[config.mk]
export PLATFORM = sky130hd
export DESIGN_NAME = instr_encoder_loader
export DESIGN_NICKNAME = d
export VERILOG_FILES = /design/src/rtl/instr_encoder_loader_pkg.sv /design/src/rtl/instr_encoder_loader_pack.sv /design/src/rtl/instr_encoder_loader.sv
export SDC_FILE = /design/constraint.sdc
export NUM_CORES = 1
export LEC_CHECK = 0
export BUFFER_PORTS_ARGS = -buffer_cell sky130_fd_sc_hd__buf_2
export CORE_ASPECT_RATIO = 0.9
export CORE_UTILIZATION = 45
export DETAILED_ROUTE_END_ITERATION = 10
export HOLD_SLACK_MARGIN = 0.03
export PLACE_DENSITY = 0.75
export SYNTH_ARGS = -nofsm -noshare
export SYNTH_HDL_FRONTEND = slang
export SYNTH_HIERARCHICAL = 1
export SYNTH_SLANG_ARGS = --single-unit
[constraint.sdc]
create_clock -name clk -period 4.4 [get_ports clk]
set_input_delay 1.32 -clock clk [delete_from_list [all_inputs] [get_ports clk]]
set_output_delay 1.32 -clock clk [all_outputs]
set_load 0.01 [all_outputs]
[src/rtl/instr_encoder_loader_pkg.sv]
// Shared constants for the instruction encoder/loader and the control decoder.
// Holds the 6-bit mnemonic enumeration (42 supported codes), MIPS-I opcode
// and funct values, the loader FSM state type and small word-packing helpers.
package instr_encoder_loader_pkg;

  // Symbolic mnemonic codes; anything at or above NUM_MNEM is unsupported.
  typedef enum logic [5:0] {
    M_SLL = 6'd0, M_SRL, M_SRA, M_SLLV, M_SRLV, M_SRAV, M_JR, M_JALR,
    M_ADD, M_ADDU, M_SUB, M_SUBU, M_AND, M_OR, M_XOR, M_NOR, M_SLT, M_SLTU,
    M_BLTZ, M_BGEZ, M_J, M_JAL, M_BEQ, M_BNE, M_BLEZ, M_BGTZ,
    M_ADDI, M_ADDIU, M_SLTI, M_SLTIU, M_ANDI, M_ORI, M_XORI, M_LUI,
    M_LB, M_LH, M_LW, M_LBU, M_LHU, M_SB, M_SH, M_SW
  } mnem_e;

  localparam int unsigned NUM_MNEM = 42;

  // Primary opcodes
  localparam logic [5:0] OP_RTYPE  = 6'b000000;
  localparam logic [5:0] OP_REGIMM = 6'b000001;
  localparam logic [5:0] OP_J      = 6'b000010;
  localparam logic [5:0] OP_JAL    = 6'b000011;
  localparam logic [5:0] OP_BEQ    = 6'b000100;
  localparam logic [5:0] OP_BNE    = 6'b000101;
  localparam logic [5:0] OP_BLEZ   = 6'b000110;
  localparam logic [5:0] OP_BGTZ   = 6'b000111;
  localparam logic [5:0] OP_ADDI   = 6'b001000;
  localparam logic [5:0] OP_ADDIU  = 6'b001001;
  localparam logic [5:0] OP_SLTI   = 6'b001010;
  localparam logic [5:0] OP_SLTIU  = 6'b001011;
  localparam logic [5:0] OP_ANDI   = 6'b001100;
  localparam logic [5:0] OP_ORI    = 6'b001101;
  localparam logic [5:0] OP_XORI   = 6'b001110;
  localparam logic [5:0] OP_LUI    = 6'b001111;
  localparam logic [5:0] OP_LB     = 6'b100000;
  localparam logic [5:0] OP_LH     = 6'b100001;
  localparam logic [5:0] OP_LW     = 6'b100011;
  localparam logic [5:0] OP_LBU    = 6'b100100;
  localparam logic [5:0] OP_LHU    = 6'b100101;
  localparam logic [5:0] OP_SB     = 6'b101000;
  localparam logic [5:0] OP_SH     = 6'b101001;
  localparam logic [5:0] OP_SW     = 6'b101011;

  // R-type funct codes
  localparam logic [5:0] FN_SLL  = 6'b000000;
  localparam logic [5:0] FN_SRL  = 6'b000010;
  localparam logic [5:0] FN_SRA  = 6'b000011;
  localparam logic [5:0] FN_SLLV = 6'b000100;
  localparam logic [5:0] FN_SRLV = 6'b000110;
  localparam logic [5:0] FN_SRAV = 6'b000111;
  localparam logic [5:0] FN_JR   = 6'b001000;
  localparam logic [5:0] FN_JALR = 6'b001001;
  localparam logic [5:0] FN_ADD  = 6'b100000;
  localparam logic [5:0] FN_ADDU = 6'b100001;
  localparam logic [5:0] FN_SUB  = 6'b100010;
  localparam logic [5:0] FN_SUBU = 6'b100011;
  localparam logic [5:0] FN_AND  = 6'b100100;
  localparam logic [5:0] FN_OR   = 6'b100101;
  localparam logic [5:0] FN_XOR  = 6'b100110;
  localparam logic [5:0] FN_NOR  = 6'b100111;
  localparam logic [5:0] FN_SLT  = 6'b101010;
  localparam logic [5:0] FN_SLTU = 6'b101011;

  // REGIMM branches are distinguished by the rt field
  localparam logic [4:0] RT_BLTZ = 5'b00000;
  localparam logic [4:0] RT_BGEZ = 5'b00001;

  typedef enum logic [1:0] {S_IDLE, S_ENC, S_WR} state_e;

  function automatic logic [31:0] r_word(input logic [4:0] rs, input logic [4:0] rt,
                                         input logic [4:0] rd, input logic [4:0] shamt,
                                         input logic [5:0] funct);
    return {OP_RTYPE, rs, rt, rd, shamt, funct};
  endfunction

  function automatic logic [31:0] i_word(input logic [5:0] op, input logic [4:0] rs,
                                         input logic [4:0] rt, input logic [15:0] imm);
    return {op, rs, rt, imm};
  endfunction

  function automatic logic [31:0] j_word(input logic [5:0] op, input logic [25:0] target);
    return {op, target};
  endfunction

endpackage

[src/rtl/instr_encoder_loader_pack.sv]
// instr_pack: purely combinational mnemonic + fields -> 32-bit MIPS word.
// Ports: mnem/rs/rt/rd/shamt/imm/target in; word out, valid=0 when the
// mnemonic is not one of the supported codes (word is then zero).
// Fields the architecture defines as zero for a given instruction are forced
// to zero here regardless of what the requester supplied.
module instr_pack
  import instr_encoder_loader_pkg::*;
(
  input  logic [5:0]  mnem,
  input  logic [4:0]  rs,
  input  logic [4:0]  rt,
  input  logic [4:0]  rd,
  input  logic [4:0]  shamt,
  input  logic [15:0] imm,
  input  logic [25:0] target,
  output logic [31:0] word,
  output logic        valid
);

  always_comb begin
    word  = '0;
    valid = 1'b1;
    case (mnem)
      M_SLL:   word = r_word(5'd0, rt, rd, shamt, FN_SLL);
      M_SRL:   word = r_word(5'd0, rt, rd, shamt, FN_SRL);
      M_SRA:   word = r_word(5'd0, rt, rd, shamt, FN_SRA);
      M_SLLV:  word = r_word(rs, rt, rd, 5'd0, FN_SLLV);
      M_SRLV:  word = r_word(rs, rt, rd, 5'd0, FN_SRLV);
      M_SRAV:  word = r_word(rs, rt, rd, 5'd0, FN_SRAV);
      M_JR:    word = r_word(rs, 5'd0, 5'd0, 5'd0, FN_JR);
      M_JALR:  word = r_word(rs, 5'd0, rd, 5'd0, FN_JALR);
      M_ADD:   word = r_word(rs, rt, rd, 5'd0, FN_ADD);
      M_ADDU:  word = r_word(rs, rt, rd, 5'd0, FN_ADDU);
      M_SUB:   word = r_word(rs, rt, rd, 5'd0, FN_SUB);
      M_SUBU:  word = r_word(rs, rt, rd, 5'd0, FN_SUBU);
      M_AND:   word = r_word(rs, rt, rd, 5'd0, FN_AND);
      M_OR:    word = r_word(rs, rt, rd, 5'd0, FN_OR);
      M_XOR:   word = r_word(rs, rt, rd, 5'd0, FN_XOR);
      M_NOR:   word = r_word(rs, rt, rd, 5'd0, FN_NOR);
      M_SLT:   word = r_word(rs, rt, rd, 5'd0, FN_SLT);
      M_SLTU:  word = r_word(rs, rt, rd, 5'd0, FN_SLTU);
      M_BLTZ:  word = i_word(OP_REGIMM, rs, RT_BLTZ, imm);
      M_BGEZ:  word = i_word(OP_REGIMM, rs, RT_BGEZ, imm);
      M_J:     word = j_word(OP_J, target);
      M_JAL:   word = j_word(OP_JAL, target);
      M_BEQ:   word = i_word(OP_BEQ, rs, rt, imm);
      M_BNE:   word = i_word(OP_BNE, rs, rt, imm);
      M_BLEZ:  word = i_word(OP_BLEZ, rs, 5'd0, imm);
      M_BGTZ:  word = i_word(OP_BGTZ, rs, 5'd0, imm);
      M_ADDI:  word = i_word(OP_ADDI, rs, rt, imm);
      M_ADDIU: word = i_word(OP_ADDIU, rs, rt, imm);
      M_SLTI:  word = i_word(OP_SLTI, rs, rt, imm);
      M_SLTIU: word = i_word(OP_SLTIU, rs, rt, imm);
      M_ANDI:  word = i_word(OP_ANDI, rs, rt, imm);
      M_ORI:   word = i_word(OP_ORI, rs, rt, imm);
      M_XORI:  word = i_word(OP_XORI, rs, rt, imm);
      M_LUI:   word = i_word(OP_LUI, 5'd0, rt, imm);
      M_LB:    word = i_word(OP_LB, rs, rt, imm);
      M_LH:    word = i_word(OP_LH, rs, rt, imm);
      M_LW:    word = i_word(OP_LW, rs, rt, imm);
      M_LBU:   word = i_word(OP_LBU, rs, rt, imm);
      M_LHU:   word = i_word(OP_LHU, rs, rt, imm);
      M_SB:    word = i_word(OP_SB, rs, rt, imm);
      M_SH:    word = i_word(OP_SH, rs, rt, imm);
      M_SW:    word = i_word(OP_SW, rs, rt, imm);
      default: valid = 1'b0;
    endcase
  end

endmodule

[src/rtl/instr_encoder_loader.sv]
// instr_encoder_loader: accepts symbolic instruction requests over
// valid/ready, encodes them into 32-bit MIPS words and writes them to
// consecutive IMEM word addresses starting at BASE_ADDR.
// Ports: clk, reset (sync, active-high), clear (sync rewind);
//   req_valid/req_ready handshake with req_mnem/rs/rt/rd/shamt/imm/target;
//   imem_wait in, imem_we/imem_addr/imem_wdata out;
//   prog_len (words written), full (last address written), err (sticky bad code).
module instr_encoder_loader
  import instr_encoder_loader_pkg::*;
#(
  parameter int IMEM_AW   = 10,
  parameter int BASE_ADDR = 0
) (
  input  logic               clk,
  input  logic               reset,
  input  logic               clear,
  input  logic               req_valid,
  output logic               req_ready,
  input  logic [5:0]         req_mnem,
  input  logic [4:0]         req_rs,
  input  logic [4:0]         req_rt,
  input  logic [4:0]         req_rd,
  input  logic [4:0]         req_shamt,
  input  logic [15:0]        req_imm,
  input  logic [25:0]        req_target,
  input  logic               imem_wait,
  output logic               imem_we,
  output logic [IMEM_AW-1:0] imem_addr,
  output logic [31:0]        imem_wdata,
  output logic [IMEM_AW:0]   prog_len,
  output logic               full,
  output logic               err
);

  localparam logic [IMEM_AW-1:0] BASE = IMEM_AW'(BASE_ADDR);
  localparam logic [IMEM_AW-1:0] LAST = '1;

  state_e      state, state_next;
  logic [5:0]  cap_mnem;
  logic [4:0]  cap_rs, cap_rt, cap_rd, cap_shamt;
  logic [15:0] cap_imm;
  logic [25:0] cap_target;
  logic [31:0] pack_word;
  logic        pack_valid;
  logic        accept;
  logic        write_done;

  instr_pack u_pack (
    .mnem   (cap_mnem),
    .rs     (cap_rs),
    .rt     (cap_rt),
    .rd     (cap_rd),
    .shamt  (cap_shamt),
    .imm    (cap_imm),
    .target (cap_target),
    .word   (pack_word),
    .valid  (pack_valid)
  );

  // reset/clear suppress ready and the write strobe in the same cycle so a
  // request cannot slip in and a pending write never reaches IMEM.
  assign req_ready  = (state == S_IDLE) && !full && !reset && !clear;
  assign imem_we    = (state == S_WR) && !reset && !clear;
  assign accept     = req_valid && req_ready;
  assign write_done = (state == S_WR) && !imem_wait;

  always_ff @(posedge clk) begin
    if (reset || clear) state <= S_IDLE;
    else                state <= state_next;
  end

  always_comb begin
    state_next = state;
    case (state)
      S_IDLE:  if (accept) state_next = S_ENC;
      S_ENC:   state_next = pack_valid ? S_WR : S_IDLE;
      S_WR:    if (!imem_wait) state_next = S_IDLE;
      default: state_next = S_IDLE;
    endcase
  end

  always_ff @(posedge clk) begin
    if (reset || clear) begin
      cap_mnem   <= '0;
      cap_rs     <= '0;
      cap_rt     <= '0;
      cap_rd     <= '0;
      cap_shamt  <= '0;
      cap_imm    <= '0;
      cap_target <= '0;
      imem_wdata <= '0;
      imem_addr  <= BASE;
      prog_len   <= '0;
      full       <= 1'b0;
      err        <= 1'b0;
    end else begin
      if (accept) begin
        cap_mnem   <= req_mnem;
        cap_rs     <= req_rs;
        cap_rt     <= req_rt;
        cap_rd     <= req_rd;
        cap_shamt  <= req_shamt;
        cap_imm    <= req_imm;
        cap_target <= req_target;
      end
      if (state == S_ENC) begin
        if (pack_valid) imem_wdata <= pack_word;
        else            err        <= 1'b1;
      end
      // The last address is never advanced past: the block goes full instead.
      if (write_done) begin
        prog_len <= prog_len + (IMEM_AW+1)'(1);
        if (imem_addr == LAST) full      <= 1'b1;
        else                   imem_addr <= imem_addr + IMEM_AW'(1);
      end
    end
  end

endmodule

# Word level (Yosys, flattened, before mapping)

Index checks and enable logic that the tools add are counted.

Add/sub/neg operators: 2
Eq/ne operators: 46
Bitwise operators: 2
Muxes and demuxes: 6
Reductions and logical operators: 20

Operators by type and width:

| kind                    | number |
|---|---|
| $pmux W32 S42           | 1 |
| $eq A6 B5 Y1 const B    | 16 |
| $eq A6 B6 Y1 const B    | 10 |
| $eq A6 B4 Y1 const B    | 8 |
| $reduce_or A42 Y1       | 1 |
| $eq A6 B3 Y1 const B    | 4 |
| $eq A6 B2 Y1 const B    | 2 |
| $add A11 B1 Y11 const B | 1 |
| $add A10 B1 Y10 const B | 1 |
| $eq A10 B10 Y1 const B  | 1 |
| $reduce_and A2 Y1       | 5 |
| $logic_and A1 B1 Y1     | 7 |
| $eq A6 B1 Y1 const B    | 1 |
| $logic_not A6 Y1        | 1 |
| $mux W2                 | 3 |
| $pmux W2 S3             | 1 |
| $logic_not A1 Y1        | 4 |
| $ne A2 B2 Y1 const B    | 2 |
| $eq A2 B1 Y1 const B    | 1 |
| $eq A2 B2 Y1 const B    | 1 |
| $logic_not A2 Y1        | 1 |
| $not A1 Y1              | 2 |
| $logic_or A1 B1 Y1      | 1 |
| $mux W1                 | 1 |

Output and inout port bits: 57
Logic and storage cells: 89
Input port bits: 73
Register bits: 125

# Longest topological paths before layout

Gate-level depths: netlist (run 1).

Depth after elaboration: 7
Depth in mapped cells: 9
Mapped depth without buffers: 6

# By module

Netlist (run 1), hierarchy kept.

By module, submodules not included:

| module               | instances | cells each | area each (um2) | seq. area each (um2) |
|---|---|---|---|---|
| instr_encoder_loader | 1         | 564        | 4510.6          | 2502.4 |
| instr_pack           | 1         | 135        | 913.4           | 0.0 |

# Worst setup path before layout (run 1)

OpenSTA, ideal clock, no wires.

Kind: input port to output port
Start point: input clear
End point: output imem_we
Path slack: 1.332 ns
Stages on the path: 2
Path buffers: 0
Arrival time: 1.748 ns
Required time: 3.080 ns
Cells stage by stage: nor3_1 -> and2_1

Cells in the longest elaborated chain, start to end: 2

Ends and longest elaborated chain:

| element             | line                       | RTL |
|---|---|---|
| start, declared     | instr_encoder_loader.sv:16 | `input logic clear,` |
| $logic_not A1 Y1    | instr_encoder_loader.sv:63 | `assign imem_we = (state == S_WR) && !reset && !clear;` |
| $logic_and A1 B1 Y1 | instr_encoder_loader.sv:63 |  |
| end, declared       | instr_encoder_loader.sv:27 | `output logic imem_we,` |

Every way passes these cells.

# Final worst setup path (run 1)

Ends and elaborated chain as after synthesis.

==> reports/qor.txt, run 1 <==
die area - 12500 um^2
antenna violations before repair - 2
minimum period implied by the final worst setup slack - 3.38 ns
unrepaired setup endpoints after global routing - no
synthesis warning total - 6
maximum level of the CTS H-tree - 4
most common cell type on the critical path - buf_2
startpoint kind of the worst setup timing path - primary input
Total Power Consumption - 2.69 mW
Worst-Margin Slew - 0.968 ns
number of DRC violations after detailed-routing iteration 0 - 333
number of nets in the final layout - 875
number of buffers created by CTS - 17
Clock Sinks - 125
highest clock rate - 296 MHz
aggregate negative setup slack - 0 ns
number of distinct library cells after synthesis - 63
Avg WL per Cell - 14.3 um
first-pass iteration count of the detailed router - 5
maximum fanout encountered on the critical timing path - 3
total power divided by cell area - 403 nW/um^2
area grow syn2layout - 23.4%
synthesized area divided by synthesized cell count - 7.76 um^2
share of cells above drive strength 1 - 0.222
area share of the largest cell type after synthesis - 0.461
maximum number of pins on one net before global-route repair - 87
Clock Tree Root - clkbuf_16
Hold Vio Cnt, Final - 0
commonest cells after routing, fill and taps aside - nand2_1 (220), buf_2 (129), dfxtp_1 (125), a21oi_1 (110), nor2_1 (25)
Die X - 118 um
part of the Yosys area used for sequential elements - 0.461
leading cell type in the layout, fill and taps excluded - nand2_1
cell breakdown of the critical path - buf_2 > nor3_1 > and2_1 > buf_2
multi-input gate area in the final layout - 2630 um^2
clock tree skew after final layout - 0.0107 ns
Crit path buffers/inverters - 2
dominant synthesized flop cell - dfxtp_1
number of vias after detailed routing - 5139
number of buffers inserted by port buffering - 129
first-pass GRT wire length - 22.4 mm
post-synth design cell area - 5420 um^2
clk buf depth - 2
setup repair bufs after CTS - 0
# Max-Cap Violations - 0
Slowest Stage Delay on Critical Path - 0.30 ns
post-cts sizing count - 0
Fill cells - 1129
worst min-delay path class - reg -> reg
result of the run - completed
share of async-settable or async-resettable flops after synthesis - 0
area of the core - 11600 um^2
initial core utilization - 0.469
# IOs - 130
Die Y - 106 um
global-route congestion overflow total - 0
type of element capturing the critical path - primary output
weighted congestion reported at the end of routability-driven placement - 0.873
sequential cell area in the final layout - 2500 um^2
Final Max Slew Viols - 0
# DRC - 0
GR Util All Layers - 0.224
Avg Vias per Cell - 5.30
TritonCTS clock tree - built
Period Utilization, post-route - 0.768
data arrival at the endpoint of the critical path - 2.06 ns
number of rows in the core area - 37
IR Drop Worst-Case VDD - 0.254 mV
synthesized instance count - 699
DP Wirelength - 8.69 mm
clock slew seen by the registers of the worst setup and hold paths - 0.05 ns
data required time at the worst endpoint - 3.08 ns
remaining antenna violation count - 0
Slew Limit Headroom - 0.355
Hold Worst Slack - 0.447 ns
total of flip-flops plus latches after synthesis - 125
clock latency reported for the late side of the worst-skew pair - 0.41 ns
Synth area leaders - dfxtp_1 (46%), nand2_1 (15%), a21oi_1 (10%)
Leak - 2.57 nW
hold-fix buffers at CTS - 0
number of enable flip-flop cells after synthesis - 0
overall routed net length - 13.9 mm
cell type of the slowest stage on the worst timing path - nor3_1
Top delay family on crit path - simple AND/OR/NAND/NOR gates
vias in the first global route - 4499
net count after synthesis - 774
final core area utilization - 0.578
Setup violations, final - 0
largest area contributor in the synthesized netlist - dfxtp_1
class of the most critical setup path - in -> out
[metrics by stage]
step	instance area (um^2)	worst slack [ns]	std cells
floorplan	5420	1.33	699
global placement	6090	1.05	937
detailed placement	6090	1.02	937
CTS	6690	1.02	968
global route	6690	0.943	969
finish	6690	1.02	969
[state kept, by name, indices dropped and copies added, names as in the netlist, 2 cells and up]
| register | count |
|---|---|
| cap_imm | 16 |
| cap_mnem | 6 |
| cap_rd | 5 |
| cap_rs | 5 |
| cap_rt | 5 |
| cap_shamt | 5 |
| cap_target | 26 |
| imem_addr | 10 |
| imem_wdata | 32 |
| prog_len | 11 |
| state | 2 |
[per-layer routing]
metal,routed length (um),share of wire,GRT usage
met1,6480,0.47,0.296
met2,6510,0.47,0.357
met3,655,0.047,0.0542
met4,203,0.015,0.0797
met5,13,0.00094,0
[area by class of cell]
class | instances | area share
multi-input combinational | 506 | 0.392
clock inverter | 13 | 0.0247
timing repair buffer | 136 | 0.106
clock buffer | 18 | 0.0656
antenna | 1 | 0.000374
inverter | 14 | 0.00785
sequential | 125 | 0.374
tap | 156 | 0.0292
[kinds of logic (layout without fill, tap and decap cells)]
kind of cell / Yosys count / in the layout / synth area share
simple gates: 304 / 304 / 0.241
buf+inv: 68 / 181 / 0.0561
mux: 1 / 1 / 0.00185
flops: 125 / 125 / 0.461
other cells: 1 / 2 / 0.000691
xor+xnor: 11 / 11 / 0.0178
compound gates: 187 / 187 / 0.217
fa+ha+maj: 2 / 2 / 0.00461
[power breakdown]
group,total (mW),leakage (nW),internal (mW),switching (mW)
logic,0.117,1.27,0.0441,0.0733
clock network,1.43,0.285,0.905,0.523
registers,1.15,1.01,1.14,0.00866
total,2.69,2.57,2.09,0.605
[worst register-to-register path: stages, from the launching register on]
cell,delay (ns)
dfxtp_1,0.74
nor2b_2,0.47
and3_4,0.47
a22oi_1,0.19
o21ai_1,0.16
nand2_1,0.07
a21oi_1,0.12
[Yosys cell counts (6+ instances only)]
| cell | count |
|---|---|
| a21o_1 | 6 |
| a21oi_1 | 110 |
| a22o_1 | 16 |
| buf_2 | 14 |
| clkbuf_1 | 33 |
| dfxtp_1 | 125 |
| inv_1 | 13 |
| nand2_1 | 220 |
| nand3_1 | 8 |
| nor2_1 | 25 |
| nor2b_1 | 6 |
| o21ai_0 | 12 |
| or3_1 | 7 |
| xor2_1 | 6 |
[final timing paths]
kind	to	start	slack [ns]	cells past startpoint
max	imem_we	clear	1.02	4
min	imem_wdata[1]	imem_wdata[1]	0.45	2
max reg2reg	imem_wdata[0]	cap_mnem[4]	2.11	6
min reg2reg	imem_wdata[1]	imem_wdata[1]	0.45	2
Power figures use the tool's default switching activity.
==> run 2: changes to the inputs <==
--- a/config.mk
+++ b/config.mk
@@ -10,7 +10,7 @@
 export CORE_UTILIZATION = 45
 export DETAILED_ROUTE_END_ITERATION = 10
 export HOLD_SLACK_MARGIN = 0.03
-export PLACE_DENSITY = 0.75
+export PLACE_DENSITY = 0.78
 export SYNTH_ARGS = -nofsm -noshare
 export SYNTH_HDL_FRONTEND = slang
 export SYNTH_HIERARCHICAL = 1
==> constraint.sdc (replaced) <==
create_clock -name clk -period 2.99 [get_ports clk]
set_input_delay 0.897 -clock clk [delete_from_list [all_inputs] [get_ports clk]]
set_output_delay 0.897 -clock clk [all_outputs]
set_load 0.01 [all_outputs]
==> reports/qor.txt, run 2 (synthesis gave the netlist of run 1 again) <==
result of the run - completed
data arrival at the endpoint of the critical path - 1.75 ns
data required time at the worst endpoint - 2.09 ns
global-route congestion overflow total - 0
number of rows in the core area - 37
Die Y - 106 um
cell breakdown of the critical path - buf_2 > nor3_1 > and2_1 > buf_2
Avg WL per Cell - 14.2 um
startpoint kind of the worst setup timing path - primary input
maximum number of pins on one net before global-route repair - 69
Die X - 118 um
first-pass GRT wire length - 22.5 mm
setup repair bufs after CTS - 0
multi-input gate area in the final layout - 2630 um^2
DP Wirelength - 9.04 mm
Top delay family on crit path - simple AND/OR/NAND/NOR gates
class of the most critical setup path - in -> out
maximum fanout encountered on the critical timing path - 3
# Max-Cap Violations - 0
setup slack after placement - 0.354 ns
most common cell type on the critical path - buf_2
highest clock rate - 378 MHz
post-cts sizing count - 0
# IOs - 130
Period Utilization, post-route - 0.886
vias in the first global route - 4569
commonest cells after routing, fill and taps aside - nand2_1 (220), buf_2 (129), dfxtp_1 (125), a21oi_1 (110), nor2_1 (25)
area of the core - 11600 um^2
TritonCTS clock tree - built
cell type of the slowest stage on the worst timing path - nor3_1
Final Max Slew Viols - 0
weighted congestion reported at the end of routability-driven placement - 0.871
share of cells above drive strength 1 - 0.222
Leak - 2.58 nW
register containing the most flip-flops in the final layout - imem_wdata
type of element capturing the critical path - primary output
overall routed net length - 13.8 mm
Clock Sinks - 125
maximum level of the CTS H-tree - 4
unrepaired setup endpoints after global routing - no
Avg Vias per Cell - 5.29
Hold Vio Cnt, Final - 0
IR Drop Worst-Case VDD - 0.354 mV
remaining antenna violation count - 0
Clock Tree Root - clkbuf_16
clock tree skew after final layout - 0.00885 ns
leading cell type in the layout, fill and taps excluded - nand2_1
worst min-delay path class - reg -> reg
total power divided by cell area - 557 nW/um^2
aggregate negative setup slack - 0 ns
flip-flop count of the largest register after layout - 32
clock latency reported for the late side of the worst-skew pair - 0.41 ns
Setup violations, final - 0
number of buffers created by CTS - 17
setup slack of the critical path after layout - 0.341 ns
antenna violations before repair - 1
clk buf depth - 2
number of vias after detailed routing - 5143
initial core utilization - 0.469
GR Util All Layers - 0.228
die area - 12500 um^2
first-pass iteration count of the detailed router - 5
number of buffers inserted by port buffering - 129
minimum period implied by the final worst setup slack - 2.65 ns
Crit path buffers/inverters - 2
Worst-Margin Slew - 0.781 ns
clock slew seen by the registers of the worst setup and hold paths - 0.05 ns
number of DRC violations after detailed-routing iteration 0 - 349
Fill cells - 1102
# DRC - 0
largest registers - imem_wdata: 32 flops, cap_target: 26 flops, cap_imm: 16 flops
Slew Limit Headroom - 0.479
area grow syn2layout - 23.3%
Slowest Stage Delay on Critical Path - 0.39 ns
hold-fix buffers at CTS - 0
number of nets in the final layout - 881
sequential cell area in the final layout - 2500 um^2
-- run 2: changes by cell type in the layout (fill, tap and decap cells not counted) --
cell | previous run | this run
inv_6 | 2 | 0
buf_12 | 1 | 3
clkinv_4 | 2 | 1
buf_4 | 6 | 10
clkinv_2 | 2 | 3
clkbuf_1 | 0 | 2
clkinvlp_4 | 4 | 2
bufinv_16 | 3 | 1
clkbuf_8 | 1 | 2
-- run 2: tightest hold or removal path, stage by stage, from the launching register on --
cell and delay, ns:
dfxtp_1 0.30, nand2_1 0.05, a21oi_1 0.05
-- run 2: per-stage QoR --
stage	hold slack, ns	cell area, um^2	utilization	power (mW)	cells
2_1_floorplan	0.431	5420	-	1.82	699
3_3_place_gp	0.439	6160	0.532	1.91	943
3_5_place_dp	0.445	6160	0.532	1.91	943
4_1_cts	0.452	6690	0.578	3.75	971
5_1_grt	0.468	6690	0.578	3.85	971
6_report	0.449	6690	0.578	3.72	972
-- run 2: path summary, 6_finish.rpt --
path	start	end	slack (ns)	cells past startpoint
worst max-delay path	clear	req_ready	0.34	4
worst min-delay path	imem_wdata[30]	imem_wdata[30]	0.45	2
worst min register to register	imem_wdata[30]	imem_wdata[30]	0.45	2
worst max register to register	cap_mnem[4]	imem_wdata[0]	0.79	6
-- run 2: where the power goes --
group	internal [mW]	switching [mW]	total [mW]
Sequential	1.68	0.0105	1.69
Combinational	0.0689	0.112	0.181
Clock	1.16	0.691	1.85
Total	2.91	0.813	3.72
-- run 2: cell type report --
type	instances	share of cell area
inverters	14	0.00786
repair buffers	142	0.117
well taps	156	0.0292
flip-flops and latches	125	0.374
clock buffers	21	0.0688
multi-input cells	506	0.393
clock inverters	7	0.0103
diodes	1	0.000374
-- run 2: routing by layer --
layer  part of all wire  GRT usage
met1               0.46      0.302
met2               0.47      0.357
met3              0.063     0.0536
met4              0.014     0.0897
met5                  0          0
==> run 3: changes to the inputs <==
--- a/config.mk
+++ b/config.mk
@@ -8,9 +8,11 @@
 export BUFFER_PORTS_ARGS = -buffer_cell sky130_fd_sc_hd__buf_2
 export CORE_ASPECT_RATIO = 0.9
 export CORE_UTILIZATION = 45
+export CTS_BUF_LIST = sky130_fd_sc_hd__clkbuf_4 sky130_fd_sc_hd__clkbuf_8
 export DETAILED_ROUTE_END_ITERATION = 10
 export HOLD_SLACK_MARGIN = 0.03
 export PLACE_DENSITY = 0.78
+export SKIP_LAST_GASP = 1
 export SYNTH_ARGS = -nofsm -noshare
 export SYNTH_HDL_FRONTEND = slang
 export SYNTH_HIERARCHICAL = 1
==> reports/qor.txt, run 3 (synthesis gave the netlist of run 1 again) <==
hold-fix buffers at CTS - 0
highest clock rate - 377 MHz
area grow syn2layout - 19.9%
result of the run - completed
number of rows in the core area - 37
minimum period implied by the final worst setup slack - 2.66 ns
Setup violations, final - 0
Avg Vias per Cell - 5.27
clk buf depth - 2
antenna violations before repair - 1
Fill cells - 1123
Period Utilization, post-route - 0.888
placed cell count - 943
type of element capturing the critical path - primary output
Leak - 2.50 nW
remaining antenna violation count - 0
Avg WL per Cell - 14.2 um
Clock Tree Root - clkbuf_8
DP Wirelength - 9.04 mm
overall routed net length - 13.8 mm
clock latency reported for the late side of the worst-skew pair - 0.44 ns
Worst-Margin Slew - 0.791 ns
area of the core - 11600 um^2
startpoint kind of the worst setup timing path - primary input
most common cell type on the critical path - buf_2
data required time at the worst endpoint - 2.09 ns
weighted congestion reported at the end of routability-driven placement - 0.871
number of buffers created by CTS - 17
class of the most critical setup path - in -> out
# IOs - 130
total power divided by cell area - 489 nW/um^2
global-route congestion overflow total - 0
die area - 12500 um^2
Hold Vio Cnt, Final - 0
maximum fanout encountered on the critical timing path - 3
Cell Count, Final, Fillers Out - 972
IR Drop Worst-Case VDD - 0.319 mV
number of vias after detailed routing - 5118
Slew Limit Headroom - 0.473
setup repair bufs after CTS - 0
TritonCTS clock tree - built
Clock Sinks - 125
leading cell type in the layout, fill and taps excluded - nand2_1
data arrival at the endpoint of the critical path - 1.76 ns
Die Y - 106 um
worst min-delay path class - reg -> reg
GR Util All Layers - 0.226
commonest cells after routing, fill and taps aside - nand2_1 (220), buf_2 (129), dfxtp_1 (125), a21oi_1 (110), nor2_1 (25)
first-pass iteration count of the detailed router - 5
setup slack after placement - 0.354 ns
share of cells above drive strength 1 - 0.225
# DRC - 0
number of nets in the final layout - 881
setup slack of the critical path after layout - 0.335 ns
aggregate negative setup slack - 0 ns
vias in the first global route - 4519
number of buffers inserted by port buffering - 129
Final Max Slew Viols - 0
clock slew seen by the registers of the worst setup and hold paths - 0.06 ns
maximum level of the CTS H-tree - 4
# Max-Cap Violations - 0
clock tree skew after final layout - 0.0131 ns
Die X - 118 um
post-cts sizing count - 0
largest registers - imem_wdata: 32 flops, cap_target: 26 flops, cap_imm: 16 flops
flip-flop count of the largest register after layout - 32
maximum number of pins on one net before global-route repair - 69
Crit path buffers/inverters - 2
first-pass GRT wire length - 22.4 mm
initial core utilization - 0.469
Slowest Stage Delay on Critical Path - 0.39 ns
register containing the most flip-flops in the final layout - imem_wdata
Top delay family on crit path - simple AND/OR/NAND/NOR gates
cell breakdown of the critical path - buf_2 > nor3_1 > and2_1 > buf_2
cell type of the slowest stage on the worst timing path - nor3_1
unrepaired setup endpoints after global routing - no
number of DRC violations after detailed-routing iteration 0 - 301
## run 3: cell types whose count changed in the layout (fill, tap and decap cells not counted)
cell       previous run  this run
clkbuf_4              0         2
clkbuf_16            17         0
clkbuf_8              2        19
clkbuf_1              2         0
## run 3: path summary, 6_finish.rpt
kind	to	start	slack, ns	cells after the start
max	req_ready	clear	0.33	4
min	imem_wdata[30]	imem_wdata[30]	0.45	2
max reg2reg	imem_wdata[0]	cap_mnem[4]	0.77	6
min reg2reg	imem_wdata[30]	imem_wdata[30]	0.45	2
## run 3: through the flow
stage	utilization	total power [mW]	instance area, um^2	hold WS [ns]
after floorplan	-	1.82	5420	0.431
after global placement	0.532	1.91	6160	0.439
after detailed placement	0.532	1.91	6160	0.445
after CTS	0.562	3.22	6500	0.453
after global routing	0.562	3.32	6500	0.471
final	0.562	3.18	6500	0.451
## run 3: routing by layer
metal	GRT usage	wire, um	vias up
li1	-	-	2591
met1	0.301	6360	2358
met2	0.357	6430	154
met3	0.0547	812	15
met4	0.0751	161	0
met5	0	0	-
## run 3: area by class of cell
cell class                      instances  area [um^2]  share of cell area
Inverter                               14         52.6             0.00808
Sequential cell                       125         2500               0.385
Antenna cell                            1         2.50            0.000385
Multi-Input combinational cell        506         2630               0.404
Clock inverter                          7         68.8              0.0106
Clock buffer                           21          277              0.0425
Timing Repair Buffer                  142          781               0.120
Tap cell                              156          195              0.0300
## run 3: where the power goes
group          internal, mW  total [mW]  switching [mW]
Clock                 0.695        1.31           0.618
Combinational        0.0689       0.181           0.112
Sequential             1.68        1.69          0.0104
## run 3: worst min-delay path: stages, from the launching register on
cell and delay, ns:
dfxtp_1 0.31, nand2_1 0.05, a21oi_1 0.05
